--- src/rtl/imu_pkg.sv ---
// Shared definitions for the IMU front end: sequencer states,
// IMU register map, config bytes, fusion gain and SPI timing.
package imu_pkg;

  typedef enum logic [2:0] {
    PWR_WAIT,
    INIT,
    WAIT_INT,
    RD_RL,
    RD_RH,
    RD_AL,
    RD_AH,
    UPDATE
  } state_t;

  localparam logic [6:0] ADDR_INT = 7'h0D;
  localparam logic [6:0] ADDR_ACC = 7'h10;
  localparam logic [6:0] ADDR_GYR = 7'h11;
  localparam logic [6:0] ADDR_RL  = 7'h22;
  localparam logic [6:0] ADDR_RH  = 7'h23;
  localparam logic [6:0] ADDR_AL  = 7'h2A;
  localparam logic [6:0] ADDR_AH  = 7'h2B;

  localparam logic [7:0] CFG_INT = 8'h02;
  localparam logic [7:0] CFG_ACC = 8'h53;
  localparam logic [7:0] CFG_GYR = 8'h50;

  localparam int FUSE_K   = 1024;
  localparam int SCLK_DIV = 16;

  function automatic logic [15:0] wr_cmd(
    input logic [6:0] a,
    input logic [7:0] d
  );
    return {1'b0, a, d};
  endfunction

  function automatic logic [15:0] rd_cmd(
    input logic [6:0] a
  );
    return {1'b1, a, 8'h00};
  endfunction

endpackage

--- src/rtl/inert_intf_if.sv ---
// IMU-side SPI pins, data-ready line and the ptch/ptch_rt/vld bundle.
// master: inert_intf side; slave: IMU plus balance-controller side.
interface inert_intf_if;
  logic               INT;
  logic               MISO;
  logic               SS_n;
  logic               SCLK;
  logic               MOSI;
  logic signed [15:0] ptch;
  logic signed [15:0] ptch_rt;
  logic               vld;

  modport master (
    input  INT, MISO,
    output SS_n, SCLK, MOSI,
    output ptch, ptch_rt, vld
  );

  modport slave (
    output INT, MISO,
    input  SS_n, SCLK, MOSI,
    input  ptch, ptch_rt, vld
  );
endinterface

--- src/rtl/spi_mnrch.sv ---
// SPI master, one 16-bit MSB-first frame per wrt; SCLK idles high.
// Ports: wrt/cmd start a frame, done pulses at end, rd_data = MISO bits.
module spi_mnrch
  import imu_pkg::*;
(
  input  logic        clk,
  input  logic        rst,
  input  logic        wrt,
  input  logic [15:0] cmd,
  output logic        done,
  output logic [15:0] rd_data,
  output logic        SS_n,
  output logic        SCLK,
  output logic        MOSI,
  input  logic        MISO
);

  localparam int HALF = SCLK_DIV / 2;
  localparam logic [3:0] PH_FALL = 4'(HALF - 1);
  localparam logic [3:0] PH_RISE = 4'(SCLK_DIV - 1);
  localparam logic [8:0] T_FALL_END = 9'(SCLK_DIV * 16 - HALF);
  localparam logic [8:0] T_RISE_END = 9'(SCLK_DIV * 16);
  localparam logic [8:0] T_SS_RISE = 9'(SCLK_DIV * 16 + HALF - 1);
  localparam logic [8:0] T_DONE = 9'(SCLK_DIV * 16 + HALF);

  logic        busy;
  logic [8:0]  t;
  logic [15:0] shft;

  // One register shifts cmd out on falls and MISO in on rises,
  // so after 16 bits it holds exactly the received word.
  assign rd_data = shft;

  always_ff @(posedge clk or posedge rst) begin
    if (rst) begin
      busy <= 1'b0;
      t    <= '0;
      shft <= '0;
      SS_n <= 1'b1;
      SCLK <= 1'b1;
      MOSI <= 1'b0;
      done <= 1'b0;
    end else begin
      done <= 1'b0;
      if (!busy) begin
        if (wrt) begin
          busy <= 1'b1;
          t    <= '0;
          shft <= cmd;
          SS_n <= 1'b0;
        end
      end else begin
        t <= t + 9'd1;
        if (t[3:0] == PH_FALL && t < T_FALL_END) begin
          SCLK <= 1'b0;
          MOSI <= shft[15];
          shft <= {shft[14:0], 1'b0};
        end
        if (t[3:0] == PH_RISE && t < T_RISE_END) begin
          SCLK    <= 1'b1;
          shft[0] <= MISO;
        end
        if (t == T_SS_RISE)
          SS_n <= 1'b1;
        if (t == T_DONE) begin
          busy <= 1'b0;
          done <= 1'b1;
        end
      end
    end
  end

endmodule

--- src/rtl/inert_intf.sv ---
// Inertial front end: configures the IMU, reads rate/accel per INT,
// fuses into ptch. Ports: clk, rst, bus (SPI, INT, ptch/ptch_rt/vld).
module inert_intf
  import imu_pkg::*;
#(
  parameter bit FAST_SIM = 1'b0
)(
  input  logic clk,
  input  logic rst,
  inert_intf_if.master bus
);

  localparam logic [15:0] PWR_LAST =
    FAST_SIM ? 16'd511 : 16'hFFFF;

  state_t state, state_n;

  logic [15:0]        pwr_cnt;
  logic [1:0]         init_idx;
  logic               issued;
  logic               int_ff1, int_ff2;
  logic [7:0]         rl, rh, al;
  logic signed [26:0] pi, pi_n, fuse;
  logic signed [15:0] rate, accel;
  logic               spi_st, smp_done;
  logic               wrt, done;
  logic [15:0]        cmd, rd_data;
  logic               unused_hi;

  spi_mnrch u_spi (
    .clk     (clk),
    .rst     (rst),
    .wrt     (wrt),
    .cmd     (cmd),
    .done    (done),
    .rd_data (rd_data),
    .SS_n    (bus.SS_n),
    .SCLK    (bus.SCLK),
    .MOSI    (bus.MOSI),
    .MISO    (bus.MISO)
  );

  // Read data lives in the low byte; the high byte
  // only echoes the command phase.
  assign unused_hi = ^rd_data[15:8];

  always_ff @(posedge clk or posedge rst) begin
    if (rst) begin
      int_ff1 <= 1'b0;
      int_ff2 <= 1'b0;
    end else begin
      int_ff1 <= bus.INT;
      int_ff2 <= int_ff1;
    end
  end

  always_comb begin
    state_n = state;
    spi_st  = 1'b0;
    cmd     = 16'h0000;
    unique case (state)
      PWR_WAIT:
        if (pwr_cnt == PWR_LAST) state_n = INIT;
      INIT: begin
        spi_st = 1'b1;
        unique case (init_idx)
          2'd0:    cmd = wr_cmd(ADDR_INT, CFG_INT);
          2'd1:    cmd = wr_cmd(ADDR_ACC, CFG_ACC);
          default: cmd = wr_cmd(ADDR_GYR, CFG_GYR);
        endcase
        if (done && init_idx == 2'd2) state_n = WAIT_INT;
      end
      WAIT_INT:
        if (int_ff2) state_n = RD_RL;
      RD_RL: begin
        spi_st = 1'b1;
        cmd    = rd_cmd(ADDR_RL);
        if (done) state_n = RD_RH;
      end
      RD_RH: begin
        spi_st = 1'b1;
        cmd    = rd_cmd(ADDR_RH);
        if (done) state_n = RD_AL;
      end
      RD_AL: begin
        spi_st = 1'b1;
        cmd    = rd_cmd(ADDR_AL);
        if (done) state_n = RD_AH;
      end
      RD_AH: begin
        spi_st = 1'b1;
        cmd    = rd_cmd(ADDR_AH);
        if (done) state_n = UPDATE;
      end
      UPDATE:
        state_n = WAIT_INT;
      default:
        state_n = PWR_WAIT;
    endcase
  end

  // issued keeps wrt to a single cycle per frame.
  assign wrt      = spi_st && !issued;
  assign smp_done = (state == RD_AH) && done;

  assign rate  = {rh, rl};
  assign accel = {rd_data[7:0], al};
  assign fuse  = (accel > bus.ptch) ? 27'(FUSE_K)
                                    : 27'(-FUSE_K);
  assign pi_n  = pi - {{11{rate[15]}}, rate} + fuse;

  always_ff @(posedge clk or posedge rst) begin
    if (rst) begin
      state       <= PWR_WAIT;
      pwr_cnt     <= '0;
      init_idx    <= '0;
      issued      <= 1'b0;
      rl          <= '0;
      rh          <= '0;
      al          <= '0;
      pi          <= '0;
      bus.ptch    <= '0;
      bus.ptch_rt <= '0;
      bus.vld     <= 1'b0;
    end else begin
      state   <= state_n;
      bus.vld <= smp_done;
      if (state == PWR_WAIT)
        pwr_cnt <= pwr_cnt + 16'd1;
      if (wrt)
        issued <= 1'b1;
      else if (done)
        issued <= 1'b0;
      if (state == INIT && done)
        init_idx <= init_idx + 2'd1;
      if (done && state == RD_RL) rl <= rd_data[7:0];
      if (done && state == RD_RH) rh <= rd_data[7:0];
      if (done && state == RD_AL) al <= rd_data[7:0];
      if (smp_done) begin
        pi          <= pi_n;
        bus.ptch    <= pi_n[26:11];
        bus.ptch_rt <= rate;
      end
    end
  end

endmodule
--- src/flat_wrapper.sv ---
// flat-port wrapper written by rule: the top's interface ports become plain ports
module inert_intf_flat import imu_pkg::*;
#(
  parameter bit FAST_SIM = 1'b0
)
  (clk, rst, bus_INT, bus_MISO, bus_SS_n, bus_SCLK, bus_MOSI, bus_ptch, bus_ptch_rt, bus_vld);
  inert_intf_if bus_i ();
  input  logic clk;
  input  logic rst;
  input wire logic [$bits(bus_i.INT)-1:0] bus_INT;
  input wire logic [$bits(bus_i.MISO)-1:0] bus_MISO;
  output wire logic [$bits(bus_i.SS_n)-1:0] bus_SS_n;
  output wire logic [$bits(bus_i.SCLK)-1:0] bus_SCLK;
  output wire logic [$bits(bus_i.MOSI)-1:0] bus_MOSI;
  output wire logic [$bits(bus_i.ptch)-1:0] bus_ptch;
  output wire logic [$bits(bus_i.ptch_rt)-1:0] bus_ptch_rt;
  output wire logic [$bits(bus_i.vld)-1:0] bus_vld;
  assign bus_i.INT = bus_INT;
  assign bus_i.MISO = bus_MISO;
  assign bus_SS_n = bus_i.SS_n;
  assign bus_SCLK = bus_i.SCLK;
  assign bus_MOSI = bus_i.MOSI;
  assign bus_ptch = bus_i.ptch;
  assign bus_ptch_rt = bus_i.ptch_rt;
  assign bus_vld = bus_i.vld;
  inert_intf #(.FAST_SIM(FAST_SIM)) u_core (.clk(clk), .rst(rst), .bus(bus_i));
endmodule
--- config.mk ---
export PLATFORM = sky130hd
export DESIGN_NAME = inert_intf_flat
export DESIGN_NICKNAME = d
export VERILOG_FILES = /design/src/rtl/imu_pkg.sv /design/src/rtl/inert_intf_if.sv /design/src/rtl/spi_mnrch.sv /design/src/rtl/inert_intf.sv /design/src/flat_wrapper.sv
export SDC_FILE = /design/constraint.sdc
export NUM_CORES = 1
export LEC_CHECK = 0
export BUFFER_PORTS_ARGS = -buffer_cell sky130_fd_sc_hd__buf_2
export CAP_MARGIN = 5
export CORE_MARGIN = 8
export CORE_UTILIZATION = 51
export DETAILED_ROUTE_END_ITERATION = 10
export GPL_TIMING_DRIVEN = 0
export PLACE_DENSITY = 0.71
export SLEW_MARGIN = 20
export SYNTH_ARGS = -nofsm -noshare
export SYNTH_HDL_FRONTEND = slang
export SYNTH_SLANG_ARGS = --single-unit
--- constraint.sdc ---
create_clock -name clk -period 4.93 [get_ports clk]
set_input_delay 0.2465 -clock clk [delete_from_list [all_inputs] [get_ports clk]]
set_output_delay 0.2465 -clock clk [all_outputs]
set_load 0.02 [all_outputs]
# Word level (Yosys, flattened, before mapping)
# Cells that the tools add are included.
# word_totals
output_inout_bits,36
in_bits,4
regBits,138
word_cells,105
# op_classes
n_addsub,5
n_lt_le_gt_ge,3
n_reduce_logical,22
n_eq_ne,24
muxes,30
# ops
operator,count
16-bit one-hot mux with 5 select lines,1
16-bit two-way mux,3
27-bit adder,1
27-bit two-way mux,1
27-bit subtractor,1
13-bit one-hot mux with 2 select lines,1
3-bit one-hot mux with 8 select lines,1
3-bit two-way mux,7
9-bit equality test (second input constant),2
9-bit two-way mux,2
16-bit by 1-bit adder with 16-bit output (second input constant),1
16-bit equality test (second input constant),1
16-bit > comparator,1
1-bit two-way mux,14
3-bit equality test (second input constant),4
2-bit by 1-bit != test with 1-bit output (second input constant),5
2-bit AND reduction,5
9-bit by 1-bit adder with 9-bit output (second input constant),1
1-bit logical AND,9
9-bit by 8-bit less-than comparator with 1-bit output (second input constant),1
9-bit less-than comparator (second input constant),1
2-bit != test (second input constant),4
7-bit AND reduction,1
3-bit by 2-bit equality test with 1-bit output (second input constant),2
12 further kinds,14

# Depth between registers and ports, before layout
# depth
depth_word,6
ltp_mapped,19
ltp_nobuf,18

# Hierarchy
# From an unflattened synthesis, not the netlist that was laid out.
# unflattened
hier_cells,760
area_unflattened_um2,7527.2
# by_module_without_submodules
module,area_per_inst_um2,instances,seq_area_each_um2,cells_per_inst
inert_intf,6087.1,1,2302.2,640
spi_mnrch,1440.1,1,753.2,120

# Least setup slack after synthesis
# No wires, ideal clock.
# synth_path
path_type,register to register
startpoint,reg u_core.pi[20]
endpoint,reg u_core.bus.ptch[15]
required_time_ps,4797
arrival_time_ps,4522
period_less_slack_ps,4655
path_buffers,1
slack_ps,275
path_stages_with_launch,20
setup_ps,133
cell_sequence,dfrtp_1 inv_1 ha_1 a21o_1 a21o_1 a21oi_1 nor2_1 or4_1 a211oi_1 a221o_1 fa_1 ha_1 clkbuf_1 a21oi_1 o211ai_1 a41oi_1 o21ai_0 a31oi_1 mux2i_1 nand4_1
# synth_via
elab_chain_len,2
# synth_lines
item,line,source
"start, declared",inert_intf.sv:23,"logic signed [26:0] pi, pi_n, fuse;"
"start signal, assigned",inert_intf.sv:140,pi <= pi_n;
27-bit subtractor,inert_intf.sv:110,"assign pi_n = pi - {{11{rate[15]}}, rate} + fuse;"
27-bit adder,inert_intf.sv:110,
"end signal, assigned",inert_intf.sv:141,bus.ptch <= pi_n[26:11];
"end, declared",inert_intf_if.sv:16,"output ptch, ptch_rt, vld"
# Every way passes these cells.
# A chain may end at the register's enable or synchronous reset.

# Worst setup path in the final report
# layout_path
startpoint,reg u_core.pi[16]
endpoint,reg u_core.bus.ptch[15]
# Same word-level chain as after synthesis.

==> impl_metrics.yaml <==
die:
  ios: 40
  core_area_sq_um: 14400
  die_w_um: 137
  dieArea_sq_um: 18700
  dieHeight_um: 137
  initial_core_util_pct: 51.7
  rows: 44
pwr:
  pwr-share-comb_pct: 1.1
  sequentialPowerShare_pct: 46.5
  intPower_mw: 1.69
  power_switching_mw: 0.470
  p_per_area_nw_per_um2: 253
  p_leak_nw: 4.08
  peakVddDrop_mv: 0.259
  power_frac_clock_pct: 52.4
  swShare_pct: 21.8
final_layout:
  syn2layout_area_growth_pct: 14.9
  regArea_sq_um: 3060
  layout-drive-gt1-share_pct: 17.2
  final_cell_mix: "119 x dfrtp_1, 114 x nand2_1, 77 x o21ai_0"
  multiInputGateArea_sq_um: 3970
  final_common_cell: "dfrtp_1"
  post-route-util_pct: 59.4
  antenna_cells: 0
  final_area_sq_um: 8540
  stdcell_count: 1048
  final_nets: 932
  nFillCells: 1227
synthesis:
  synth_ff_type: "dfrtp_1"
  synth_edf_count: 0
  ys_ff_latch: 122
  ys_types: 62
  ys_seq_area_share_pct: 41.1
  yosysWarnings: 0
  syn_area_sq_um: 7430
  syn_nets: 866
  syn-instance-count: 785
  async_reset_ff_share_pct: 100
  syn_avg_cell_area_sq_um: 9.47
setup_path:
  path_cells: "inv_1 -> ha_1 -> a21o_1 -> a21o_1 -> a21oi_1 -> o21ai_0 -> a21o_1 -> a221o_2 -> buf_4 -> fa_1 -> ha_1 -> a21oi_1 -> o211ai_1 -> a41oi_1 -> o21ai_0 -> a31oi_2 -> mux2i_1 -> nand4_1"
  cp_data_required_time_ps: 5220
  cp.arrival_ps: 4980
  critPathCaptureType: "flip-flop"
  crit_type: "flip-flop to flip-flop"
  startpoint_type: "flip-flop"
  cpMostUsedCell: "a21o_1"
  cp_max_fo: 7
  cp_slowest_cell: "dfrtp_1"
  cpPeakStageDelay_ps: 450
routing:
  via_per_inst: 5.60
  vias: 5864
  postRouteWirelength_mm: 16.9
  drt-initial-drc-count: 430
  first_pass_iters: 5
  drcViolationCount: 0
  route.detailed.wl_per_inst_um: 16.1
  antenna_left: 0
clock_network:
  clkTransAtPathRegs_ps: 60
  clock_tree.root_cell: "clkbuf_16"
  cts.sinks: 122
  clk_latency_ps: 420
  h-tree-depth: 4
  cts_tree: "built"
  cts_buffer_depth: 2
  numCtsBuffers: 17
timing:
  tns_ps: 0
  tightest_slew_ps: 869
  report.final.slew_viol_count: 0
  min_period_ps: 4690
  holdWs_ps: 198
  slew_headroom_pct: 42.0
  fmax_ghz: 0.213
  skew_ps: 11.5
  setup_viol: 0
  timing.final.crit_share_pct: 95.1
  rsz0062_at_grt: "true"
  hold_violations: 0
global_routing:
  grt_pass1_vias: 5693
  antenna_found_initial: 0
  grt_pass1_wl_mm: 28.3
  grt-ovfl-total: 0
  grt_max_degree: 70
  grt_use_total_pct: 19.3
placement:
  port-buffer-count: 39
  hpwl_mm: 12.0
  dp_cells: 1009
  placed_area_sq_um: 7890
  gp_congestion: 0.878
worst_hold_path:
  hp-class: "input pin to flip-flop"
run_status:
  status: "finished clean"
flow_run:
  max-cap-violations: 0
-- power groups by stage --
| stage | Sequential (mW) | Combinational, mW | Clock [mW] |
|---|---|---|---|
| 3_5_place_dp | 1.02 | 0.0251 | 0 |
| 2_1_floorplan | 1.02 | 0.0145 | 0 |
| 3_3_place_gp | 1.02 | 0.0213 | 0 |
| 4_1_cts | 1.00 | 0.0262 | 1.15 |
| 6_report | 1.00 | 0.0243 | 1.13 |
| 5_1_grt | 1.00 | 0.0290 | 1.19 |
-- cells by family (layout without fill, tap and decap cells) --
family	after synthesis	in the layout	synth area share (%)
XOR/XNOR	32	32	3.77
adder cells (fa/ha/maj)	77	77	14.6
AO/OA/AOI/OAI	187	187	15.7
multiplexers	22	22	3.28
flip-flops	122	122	41.1
buffers and inverters	100	179	5.98
AND/OR/NAND/NOR	245	245	15.5
-- per-stage QoR --
step,worst slack [ps],power (mW)
2_1_floorplan,275,1.04
3_3_place_gp,-452,1.04
3_5_place_dp,-526,1.05
4_1_cts,96.0,2.18
5_1_grt,-48.4,2.23
6_report,243,2.16
-- sequential cells by signal, summed over array words and instances, names as in the netlist, 2 cells and up --
| signal | count |
|---|---|
| u_core.pi | 26 |
| u_core.bus.ptch_rt | 16 |
| u_core.pwr_cnt | 16 |
| u_core.u_spi.rd_data | 16 |
| u_core.u_spi.t | 9 |
| u_core.al | 8 |
| u_core.rh | 8 |
| u_core.rl | 8 |
| u_core.state | 3 |
| u_core.init_idx | 2 |
-- synthesized netlist by cell type (6+ instances only) --
master	n	area, sq um
a211oi_1	6	45.0
mux2_2	19	214
nand2_1	114	428
a21o_1	11	82.6
xor2_1	19	166
nor3_1	14	70.1
buf_4	16	120
buf_2	7	35.0
dfrtp_1	120	3000
clkbuf_1	24	90.1
fa_1	16	320
a21oi_1	42	210
a31oi_1	6	37.5
xnor2_1	13	114
ha_1	61	763
inv_1	51	191
nor2_1	35	131
o21ai_0	78	390
nand3_1	20	100
and3_1	6	37.5
nand4_1	17	106
-- worst max-delay path, delay by kind of cell (launching register included) --
kind / cells / cell delay, ps
and+or+nand+nor: 1 / 110
DFF: 1 / 450
muxes: 1 / 230
AOI/OAI and AO/OA: 11 / 2460
adders and majority gates: 3 / 1050
buffers and inverters: 2 / 270
-- final cells by class --
| cell class | instances | area share [%] |
|---|---|---|
| plain buffers | 46 | 2.83 |
| clock buffers | 22 | 5.55 |
| repair buffers | 48 | 3.37 |
| well taps | 184 | 2.70 |
| clock inverters | 10 | 0.806 |
| multi-input cells | 563 | 46.5 |
| flip-flops and latches | 122 | 35.8 |
| inverters | 53 | 2.39 |
-- worst paths after layout --
path | from | end | slack (ps) | cells after the start
worst max-delay path | u_core.pi[16]$_DFFE_PP0P_ | u_core.bus.ptch[15]$_DFFE_PP0P_ | 240 | 18
worst min-delay path | bus_MISO | u_core.u_spi.rd_data[0]$_DFFE_PP0P_ | 200 | 3
worst max register to register | u_core.pi[16]$_DFFE_PP0P_ | u_core.bus.ptch[15]$_DFFE_PP0P_ | 240 | 18
worst min register to register | u_core.int_ff1$_DFF_PP0_ | u_core.int_ff2$_DFF_PP0_ | 350 | 0
max in group asynchronous | rst | u_core.rh[5]$_DFFE_PP0P_ | 3800 | 4
min in group asynchronous | rst | u_core.bus.ptch_rt[10]$_DFFE_PP0P_ | 420 | 3
-- per-layer routing --
metal	track usage, %	vias up	wire (um)	part of all wire, %
li1	-	2859	-	-
met5	0	-	0	0
met1	25.1	2802	7580	45
met4	6.83	0	349	2.1
met3	4.59	35	926	5.5
met2	30.7	168	8070	48
-- repair_timing --
| item | 4_1_cts | 5_1_grt |
|---|---|---|
| hold buffers | 2 | 0 |
| pin swaps | 0 | 1 |
| setup buffers | 4 | 2 |
| resized for setup | 1 | 8 |
| endpoints found under the setup margin | 12 | 10 |
| endpoints found under the hold margin | 52 | 0 |
Note: power is estimated with default switching activity, not from simulation.
